<file path="config.mk">
export PLATFORM = sky130hd
export DESIGN_NAME = dmem_arbiter_flat
export DESIGN_NICKNAME = d
export VERILOG_FILES = /design/src/rtl/dmem_arbiter_pkg.sv /design/src/rtl/dmem_arbiter_if.sv /design/src/rtl/dmem_arbiter_rr_pick2.sv /design/src/rtl/dmem_arbiter.sv /design/src/flat_wrapper.sv
export SDC_FILE = /design/constraint.sdc
export NUM_CORES = 1
export LEC_CHECK = 0
export CAP_MARGIN = 20
export CORE_AREA = 2 2 92 94
export CTS_CLUSTER_DIAMETER = 120
export DETAILED_ROUTE_END_ITERATION = 8
export DIE_AREA = 0 0 94 96
export PLACE_DENSITY_LB_ADDON = 0.1
export SLEW_MARGIN = 20
export SYNTH_ARGS = -nofsm -noshare
export SYNTH_HDL_FRONTEND = slang
export SYNTH_SLANG_ARGS = --single-unit
</file>
<file path="constraint.sdc">
create_clock -name clk -period 1.5 [get_ports clk]
set_input_delay 0.225 -clock clk [delete_from_list [all_inputs] [get_ports clk]]
set_output_delay 0.225 -clock clk [all_outputs]
set_load 0.05 [all_outputs]
</file>
<file path="src/rtl/dmem_arbiter_pkg.sv">
// Shared encodings for the data-memory arbiter: FSM states, port IDs and
// the burst counter width.
package dmem_arb_pkg;

    typedef enum logic {
        ST_ARB   = 1'b0,
        ST_BURST = 1'b1
    } state_e;

    localparam logic PORT_C = 1'b0;
    localparam logic PORT_D = 1'b1;

    localparam int BCNT_W = 8;

endpackage

</file>
<file path="src/rtl/dmem_arbiter_if.sv">
// Bus bundle between the two requesters, the arbiter and the data memory.
// The slave modport is the arbiter's view; master is the requesters/memory side.
interface dmem_arbiter_if #(
    parameter int ADDR_W = 11,
    parameter int DATA_W = 32
);
    logic              c_req;
    logic              c_we;
    logic [ADDR_W-1:0] c_addr;
    logic [DATA_W-1:0] c_wdata;
    logic              c_gnt;
    logic              c_rvalid;
    logic [DATA_W-1:0] c_rdata;

    logic              d_req;
    logic              d_we;
    logic [ADDR_W-1:0] d_addr;
    logic [DATA_W-1:0] d_wdata;
    logic              d_lock;
    logic              d_gnt;
    logic              d_rvalid;
    logic [DATA_W-1:0] d_rdata;

    logic [ADDR_W-1:0] mem_addr;
    logic              mem_we;
    logic [DATA_W-1:0] mem_wdata;
    logic [DATA_W-1:0] mem_rdata;

    modport slave (
        input  c_req, c_we, c_addr, c_wdata,
        input  d_req, d_we, d_addr, d_wdata, d_lock,
        input  mem_rdata,
        output c_gnt, c_rvalid, c_rdata,
        output d_gnt, d_rvalid, d_rdata,
        output mem_addr, mem_we, mem_wdata
    );

    modport master (
        output c_req, c_we, c_addr, c_wdata,
        output d_req, d_we, d_addr, d_wdata, d_lock,
        output mem_rdata,
        input  c_gnt, c_rvalid, c_rdata,
        input  d_gnt, d_rvalid, d_rdata,
        input  mem_addr, mem_we, mem_wdata
    );

endinterface

</file>
<file path="src/rtl/dmem_arbiter_rr_pick2.sv">
// Combinational two-way round-robin picker: on a tie the port that was not
// granted last wins. Output is one-hot or zero.
module rr_pick2
    import dmem_arb_pkg::*;
(
    input  logic [1:0] req,
    input  logic       last,
    output logic [1:0] gnt
);

    always_comb begin
        gnt = 2'b00;
        gnt[PORT_C] = req[PORT_C] & (~req[PORT_D] | (last == PORT_D));
        gnt[PORT_D] = req[PORT_D] & (~req[PORT_C] | (last == PORT_C));
    end

endmodule

</file>
<file path="src/rtl/dmem_arbiter.sv">
// Round-robin arbiter sharing single-port data memory between the CPU (C)
// and a DMA/loader port (D), with a bounded locked burst for D.
module dmem_arbiter
    import dmem_arb_pkg::*;
#(
    parameter int ADDR_W    = 11,
    parameter int DATA_W    = 32,
    parameter int MAX_BURST = 8
) (
    input  logic clk,
    input  logic reset,
    dmem_arbiter_if.slave bus
);

    localparam bit              BURST_EN   = (MAX_BURST > 1);
    localparam logic [BCNT_W-1:0] BURST_LAST = BCNT_W'(MAX_BURST - 1);

    state_e            state_q, state_d;
    logic              last_q, last_d;
    logic [BCNT_W-1:0] bcnt_q, bcnt_d;
    logic              rd_c_q, rd_c_d;
    logic              rd_d_q, rd_d_d;

    logic [1:0]        pick_gnt;
    logic              c_gnt;
    logic              d_gnt;
    logic [ADDR_W-1:0] mem_addr;
    logic              mem_we;
    logic [DATA_W-1:0] mem_wdata;

    rr_pick2 u_pick (
        .req  ({bus.d_req, bus.c_req}),
        .last (last_q),
        .gnt  (pick_gnt)
    );

    // Grants are masked while reset is held so every output reads zero.
    always_comb begin
        c_gnt = 1'b0;
        d_gnt = 1'b0;
        if (reset) begin
            if (state_q == ST_ARB) begin
                c_gnt = pick_gnt[PORT_C];
                d_gnt = pick_gnt[PORT_D];
            end else begin
                d_gnt = bus.d_req;
            end
        end
    end

    always_comb begin
        mem_addr  = '0;
        mem_we    = 1'b0;
        mem_wdata = '0;
        if (c_gnt) begin
            mem_addr  = bus.c_addr;
            mem_we    = bus.c_we;
            mem_wdata = bus.c_wdata;
        end else if (d_gnt) begin
            mem_addr  = bus.d_addr;
            mem_we    = bus.d_we;
            mem_wdata = bus.d_wdata;
        end
    end

    // The burst ends after MAX_BURST grants counting the opening ARB cycle;
    // last stays D, so a waiting CPU wins the following cycle.
    always_comb begin
        state_d = state_q;
        bcnt_d  = bcnt_q;
        last_d  = last_q;
        rd_c_d  = c_gnt & ~bus.c_we;
        rd_d_d  = d_gnt & ~bus.d_we;
        if (c_gnt) begin
            last_d = PORT_C;
        end else if (d_gnt) begin
            last_d = PORT_D;
        end
        case (state_q)
            ST_ARB: begin
                if (d_gnt && bus.d_lock && BURST_EN) begin
                    state_d = ST_BURST;
                    bcnt_d  = BCNT_W'(1);
                end
            end
            ST_BURST: begin
                if (bus.d_req && bus.d_lock && (bcnt_q < BURST_LAST)) begin
                    bcnt_d = bcnt_q + BCNT_W'(1);
                end else begin
                    state_d = ST_ARB;
                    bcnt_d  = '0;
                end
            end
            default: begin
                state_d = ST_ARB;
                bcnt_d  = '0;
            end
        endcase
    end

    always_ff @(posedge clk or negedge reset) begin
        if (!reset) begin
            state_q <= ST_ARB;
            last_q  <= PORT_D;
            bcnt_q  <= '0;
            rd_c_q  <= 1'b0;
            rd_d_q  <= 1'b0;
        end else begin
            state_q <= state_d;
            last_q  <= last_d;
            bcnt_q  <= bcnt_d;
            rd_c_q  <= rd_c_d;
            rd_d_q  <= rd_d_d;
        end
    end

    assign bus.c_gnt     = c_gnt;
    assign bus.d_gnt     = d_gnt;
    assign bus.c_rvalid  = rd_c_q;
    assign bus.d_rvalid  = rd_d_q;
    assign bus.c_rdata   = rd_c_q ? bus.mem_rdata : '0;
    assign bus.d_rdata   = rd_d_q ? bus.mem_rdata : '0;
    assign bus.mem_addr  = mem_addr;
    assign bus.mem_we    = mem_we;
    assign bus.mem_wdata = mem_wdata;

endmodule

</file>
<file path="src/flat_wrapper.sv">
// flat-port wrapper written by rule: the top's interface ports become plain ports
module dmem_arbiter_flat import dmem_arb_pkg::*;
#(
    parameter int ADDR_W    = 11,
    parameter int DATA_W    = 32,
    parameter int MAX_BURST = 8
)
  (clk, reset, bus_c_req, bus_c_we, bus_c_addr, bus_c_wdata, bus_d_req, bus_d_we, bus_d_addr, bus_d_wdata, bus_d_lock, bus_mem_rdata, bus_c_gnt, bus_c_rvalid, bus_c_rdata, bus_d_gnt, bus_d_rvalid, bus_d_rdata, bus_mem_addr, bus_mem_we, bus_mem_wdata);
  dmem_arbiter_if #(.ADDR_W(ADDR_W), .DATA_W(DATA_W)) bus_i ();
  input  logic clk;
  input  logic reset;
  input wire logic [$bits(bus_i.c_req)-1:0] bus_c_req;
  input wire logic [$bits(bus_i.c_we)-1:0] bus_c_we;
  input wire logic [$bits(bus_i.c_addr)-1:0] bus_c_addr;
  input wire logic [$bits(bus_i.c_wdata)-1:0] bus_c_wdata;
  input wire logic [$bits(bus_i.d_req)-1:0] bus_d_req;
  input wire logic [$bits(bus_i.d_we)-1:0] bus_d_we;
  input wire logic [$bits(bus_i.d_addr)-1:0] bus_d_addr;
  input wire logic [$bits(bus_i.d_wdata)-1:0] bus_d_wdata;
  input wire logic [$bits(bus_i.d_lock)-1:0] bus_d_lock;
  input wire logic [$bits(bus_i.mem_rdata)-1:0] bus_mem_rdata;
  output wire logic [$bits(bus_i.c_gnt)-1:0] bus_c_gnt;
  output wire logic [$bits(bus_i.c_rvalid)-1:0] bus_c_rvalid;
  output wire logic [$bits(bus_i.c_rdata)-1:0] bus_c_rdata;
  output wire logic [$bits(bus_i.d_gnt)-1:0] bus_d_gnt;
  output wire logic [$bits(bus_i.d_rvalid)-1:0] bus_d_rvalid;
  output wire logic [$bits(bus_i.d_rdata)-1:0] bus_d_rdata;
  output wire logic [$bits(bus_i.mem_addr)-1:0] bus_mem_addr;
  output wire logic [$bits(bus_i.mem_we)-1:0] bus_mem_we;
  output wire logic [$bits(bus_i.mem_wdata)-1:0] bus_mem_wdata;
  assign bus_i.c_req = bus_c_req;
  assign bus_i.c_we = bus_c_we;
  assign bus_i.c_addr = bus_c_addr;
  assign bus_i.c_wdata = bus_c_wdata;
  assign bus_i.d_req = bus_d_req;
  assign bus_i.d_we = bus_d_we;
  assign bus_i.d_addr = bus_d_addr;
  assign bus_i.d_wdata = bus_d_wdata;
  assign bus_i.d_lock = bus_d_lock;
  assign bus_i.mem_rdata = bus_mem_rdata;
  assign bus_c_gnt = bus_i.c_gnt;
  assign bus_c_rvalid = bus_i.c_rvalid;
  assign bus_c_rdata = bus_i.c_rdata;
  assign bus_d_gnt = bus_i.d_gnt;
  assign bus_d_rvalid = bus_i.d_rvalid;
  assign bus_d_rdata = bus_i.d_rdata;
  assign bus_mem_addr = bus_i.mem_addr;
  assign bus_mem_we = bus_i.mem_we;
  assign bus_mem_wdata = bus_i.mem_wdata;
  dmem_arbiter #(.ADDR_W(ADDR_W), .DATA_W(DATA_W), .MAX_BURST(MAX_BURST)) u_core (.clk(clk), .reset(reset), .bus(bus_i));
endmodule
</file>
* Word level (Yosys, flattened, before mapping)
Cells that the tools add are included.
Cells by class: order comparisons 1, add/sub/neg operators 1, multiplexer cells 20, bitwise operators 12, reductions and logical operators 4, equal/unequal tests 1
Operator list (number):
- 32-bit two-way mux | 4
- 11-bit two-way mux | 2
- 8-bit two-way mux | 2
- 8-bit one-hot mux with 2 select lines | 1
- 1-bit two-way mux | 10
- 8-bit by 1-bit adder with 8-bit output (second input constant) | 1
- 8-bit by 3-bit less-than comparator with 1-bit output (second input constant) | 1
- 1-bit NOT | 6
- 1-bit AND | 4
- 1-bit logical AND | 3
- 2-bit inequality test (second input constant) | 1
- 1-bit bitwise OR | 2
- 1-bit one-hot mux with 2 select lines | 1
- 2-bit nonzero test | 1
Storage, ports and cells: register bits after elaboration 12, input port bits 125, logic and storage cells 44

* Longest topological paths before layout
word-level depth 8, depth in mapped cells 6, gate-level depth less buffers 4

* Hierarchy
From an unflattened synthesis, not the netlist that was laid out.
Unflattened totals: cell total of the unflattened synthesis 172, area total of the unflattened synthesis 1498.9 um^2
By module, submodules not included:
- dmem_arbiter | seq. area each 301.5 um^2, cells an instance 169, area each 1480.2 um^2, instances 1
- rr_pick2 | seq. area each 0.0 um^2, cells an instance 3, area each 18.8 um^2, instances 1

* Worst setup path after synthesis
No wires, ideal clock.
path kind flip-flop to output port, from register u_core.last_q, to output port bus_mem_wdata[24], cell stages (with the launch flop) 5, path slack -268 ps, arrival 1543 ps, buffers on the path 1, cells stage by stage dfstp_2 > nand2b_1 > and3_4 > buf_4 > a22o_1
Between the ends: elaborated cells on any way between the ends 11, those cells by class 6 x mux; 5 x bitwise
RTL lines:
- from (decl) | line dmem_arbiter.sv:19 | logic last_q, last_d;
- from (signal assigned) | line dmem_arbiter.sv:110 | last_q <= last_d;
- 1-bit bitwise OR | line dmem_arbiter_rr_pick2.sv:13 | gnt[PORT_C] = req[PORT_C] & (~req[PORT_D] | (last == PORT_D));
- 1-bit AND | line dmem_arbiter_rr_pick2.sv:13
- 1-bit two-way mux | line dmem_arbiter.sv:42 | if (state_q == ST_ARB) begin
- 1-bit two-way mux | line dmem_arbiter.sv:41 | if (reset) begin
- net bus_c_gnt | line flat_wrapper.sv:22 | output wire logic [$bits(bus_i.c_gnt)-1:0] bus_c_gnt;
- 32-bit two-way mux | line dmem_arbiter.sv:55 | if (c_gnt) begin
- to (decl) | line flat_wrapper.sv:30 | output wire logic [$bits(bus_i.mem_wdata)-1:0] bus_mem_wdata;
The timed path passes the listed nets, and every way through them passes these cells.

* Worst setup path after layout
from register u_core.last_q, to output port bus_mem_wdata[31]
Between the ends: cells in the longest elaborated chain, start to end 7, elaborated cells on any way between the ends 11, those cells by class 6 x mux; 5 x bitwise
RTL lines:
- 1-bit NOT | line dmem_arbiter_rr_pick2.sv:14 | gnt[PORT_D] = req[PORT_D] & (~req[PORT_C] | (last == PORT_C));
- 1-bit bitwise OR | line dmem_arbiter_rr_pick2.sv:14
- 1-bit AND | line dmem_arbiter_rr_pick2.sv:14
- 1-bit two-way mux | line dmem_arbiter.sv:42
- 1-bit two-way mux | line dmem_arbiter.sv:41
- 32-bit two-way mux | line dmem_arbiter.sv:59 | end else if (d_gnt) begin
- 32-bit two-way mux * | line dmem_arbiter.sv:55
Every way passes the cells marked *; elsewhere a longest branch is shown, timed or not.

==> metrics.csv <==
stage,metric,value,unit
timing,worst_slew_pin_slew,389,ps
finish,instances_no_fill,519,
routing,drt_pass1_iterations,4,
timing,slew_viol_final,0,
finish,layout-drive-gt1-share,59.9,%
pwr,total_power,2.80,mW
timing,relSlewSlack,73.7,%
pwr,peakVddDrop,0.000346,V
timing,fmax,537,MHz
global_routing,met2_usage,38.1,%
timing,timing.final.ws_setup,-361,ps
timing,rsz0062_at_grt,yes,
yosys,ys_ff_latch,12,
yosys,syn_avg_cell_area,8.76,um2
global_routing,antenna_found_initial,0,
clock_network,cts_made_buffers,3,
yosys,synth_top_area_share,28.9,%
global_routing,use_met3,6.66,%
setup_path,worstPathMaxFanout,16,
yosys,synthFlopType,dfrtp_1,
global_routing,grt_overflow_total,0,
setup_path,crit_chain,"nand2b_1, and3_4, buf_12, a22o_2, buf_12",
timing,whs,88.6,ps
routing,drcViolationCount,0,
timing,finalSetupViolations,46,
routing,wl_per_cell,17.9,um
timing,fin_crit_sh,124,%
routing,vias_per_cell,4.55,
clock_network,cts_tree,built,
pwr,seq_power_share,13.2,%
placed_design,port_buffers,236,
routing,drt_iter0_drc,18,
yosys,synthTopCellsByArea,"and2_1 (29%), a22o_1 (26%), dfrtp_1 (19%)",
yosys,synthArstFlopShare,100,%
clock_network,cts.path.max_buffers,2,
setup_path,crit_family,flip-flops,
routing,vias,2359,
floorplanning,dieHeight,96,um
timing,finClkSkew,3.39,ps
clock_network,clk_latency,240,ps
clock_network,hold_buffers,0,
routing,ant_nets,0,
clock_network,numClockSinks,12,
pwr,power_density,496,nW/um2
pwr,p_int,1.71,mW
yosys,ys_types,30,
setup_path,cp_common_cell,buf_12,
floorplanning,dieArea,9020,um2
setup_path,critical_path_class,register to primary output,
flow_run,cap_violations,0,
setup_path,cpPeakStageDelay,550,ps
finish,diodes,0,
setup_path,start_kind,register,
placed_design,place.gp.congestion,0.790,
setup_path,cp-end-kind,primary output,
finish,final_area,5650,um2
floorplanning,initial_utilization,18.3,%
routing,wirelength,9290,um
yosys,synth-edff-count,0,
yosys,synthCells,168,
clock_network,clkTransAtPathRegs,50,ps
setup_path,worst-path-buf-inv,2,
global_routing,grtUsageTotal,19.2,%
floorplanning,rows,33,
setup_path,cp_data_required_time,1270,ps
clock_network,htreeDepth,1,
pwr,combPwrFrac,74.2,%
yosys,post-synth-top-area-cell,and2_1,
yosys,synthesis.area,1470,um2
timing,hold_viol,0,
global_routing,busiest_layer,met2,
pwr,leakage,2.44,nW
timing,fin_tns_setup,-14840,ps
yosys,yosys_warnings,0,
floorplanning,core,8050,um2
yosys,yosysMostFrequentCell,and2_1,
placed_design,placed_area,5490,um2
floorplanning,ioPinCount,237,
global_routing,grt.met1_usage,19.0,%
clock_network,cts_root_buf,clkbuf_8,
global_routing,grt_max_degree,34,
setup_path,worstPathArrival,1640,ps
min_path,hold_class,input port to async pin,
run_status,status,"finished, violations left",
timing,fin_crit,1860,ps
yosys,syn_nets,294,
placed_design,dp.cells,512,
yosys,synthTopCellsByCount,"and2_1 (68), a22o_1 (44), dfrtp_1 (11)",
run_status,violations,setup timing,
global_routing,grt_pass1_wl,13400,um
floorplanning,die_w,94,um
pwr,p_sw_share,38.9,%
placed_design,place_hpwl,7990,um
pwr,pwr-share-clk,12.6,%
yosys,yosysSeqAreaShare,20.5,%
finish,nets,541,
setup_path,cpMaxStageDelayCell,dfstp_2,
finish,area_growth,284,%
global_routing,grt_pass1_vias,2490,
pwr,switchingPower,1.09,mW
-- final cells by class --
cell class / instances / area (um2)
clock buffer: 4 / 55.1
fill: 558 / 2400
multi-input combinational: 140 / 1430
sequential: 12 / 302
tap: 105 / 131
timing repair buffer: 258 / 3730
-- power by group through the flow --
stage	registers, mW	clock network (mW)	logic [mW]
after floorplan	0.380	0	0.923
after global placement	0.371	0	2.02
after detailed placement	0.373	0	2.04
after CTS	0.368	0.360	2.09
after global routing	0.371	0.373	2.16
final	0.371	0.353	2.08
-- routing by layer --
layer	part of all wire, %	vias up
met5	0	-
met3	11	11
met2	55	149
met1	32	1092
li1	-	1107
met4	1.6	0
-- cell usage in the layout (no fill, tap or decap), types with 2 or more instances in the layout --
master           count
buf_4               11
and2_2              60
clkbuf_8             4
nand2_1              2
and2_1               8
buf_12             115
dlygate4sd2_1        3
dfrtp_1             11
a22o_4              37
nor2b_1              5
clkdlybuf4s50_1    121
buf_6                7
a22o_2               7
a21oi_1              2
-- logic make-up (layout without fill, tap and decap cells) --
kind of cell / Yosys count / in the layout / synth area share [%]
AO/OA/AOI/OAI: 53 / 53 / 31.5
AND/OR/NAND/NOR: 86 / 86 / 37.2
buffers and inverters: 16 / 262 / 9.95
adder cells (fa/ha/maj): 1 / 1 / 0.850
flip-flops: 12 / 12 / 20.5
-- worst paths after layout --
| check | from | endpoint | slack (ps) | depth (start not counted) |
|---|---|---|---|---|
| worst min-delay path | reset | u_core.bcnt_q[0] | 90 | 2 |
| worst max-delay path | u_core.last_q | bus_mem_wdata[31] | -360 | 5 |
| worst min register to register | u_core.bcnt_q[5] | u_core.bcnt_q[5] | 490 | 1 |
| worst max register to register | u_core.last_q | u_core.bcnt_q[0] | 100 | 5 |
| max in group asynchronous | reset | u_core.last_q | 1210 | 2 |
| min in group clk | bus_d_req | u_core.last_q | 470 | 3 |
-- timing repair --
item                       4_1_cts  5_1_grt
setup endpoints to repair       46      110
setup buffers                    2        0
gates cloned                     1        1
pin swaps                        4        1
gates resized for setup         14        4
-- worst reg2reg max path: cells and delay by family, from the launching register on --
kind	cells	cell delay, ps
simple gates	2	310
flops	1	550
compound gates	1	230
buf+inv	2	200
-- through the flow --
step | worst slack, ps | util, %
2_1_floorplan | -97.1 | -
3_3_place_gp | -402 | 68.2
3_5_place_dp | -443 | 68.2
4_1_cts | -367 | 69.9
5_1_grt | -404 | 70.1
6_report | -361 | 70.1
-- state kept, by name, summed over array words and instances (netlist names) --
signal,count
u_core.state_q,1
u_core.bus.d_rvalid,1
u_core.bus.c_rvalid,1
u_core.bcnt_q,8
u_core.last_q,1
No activity file was read; power rests on OpenSTA's default activity.
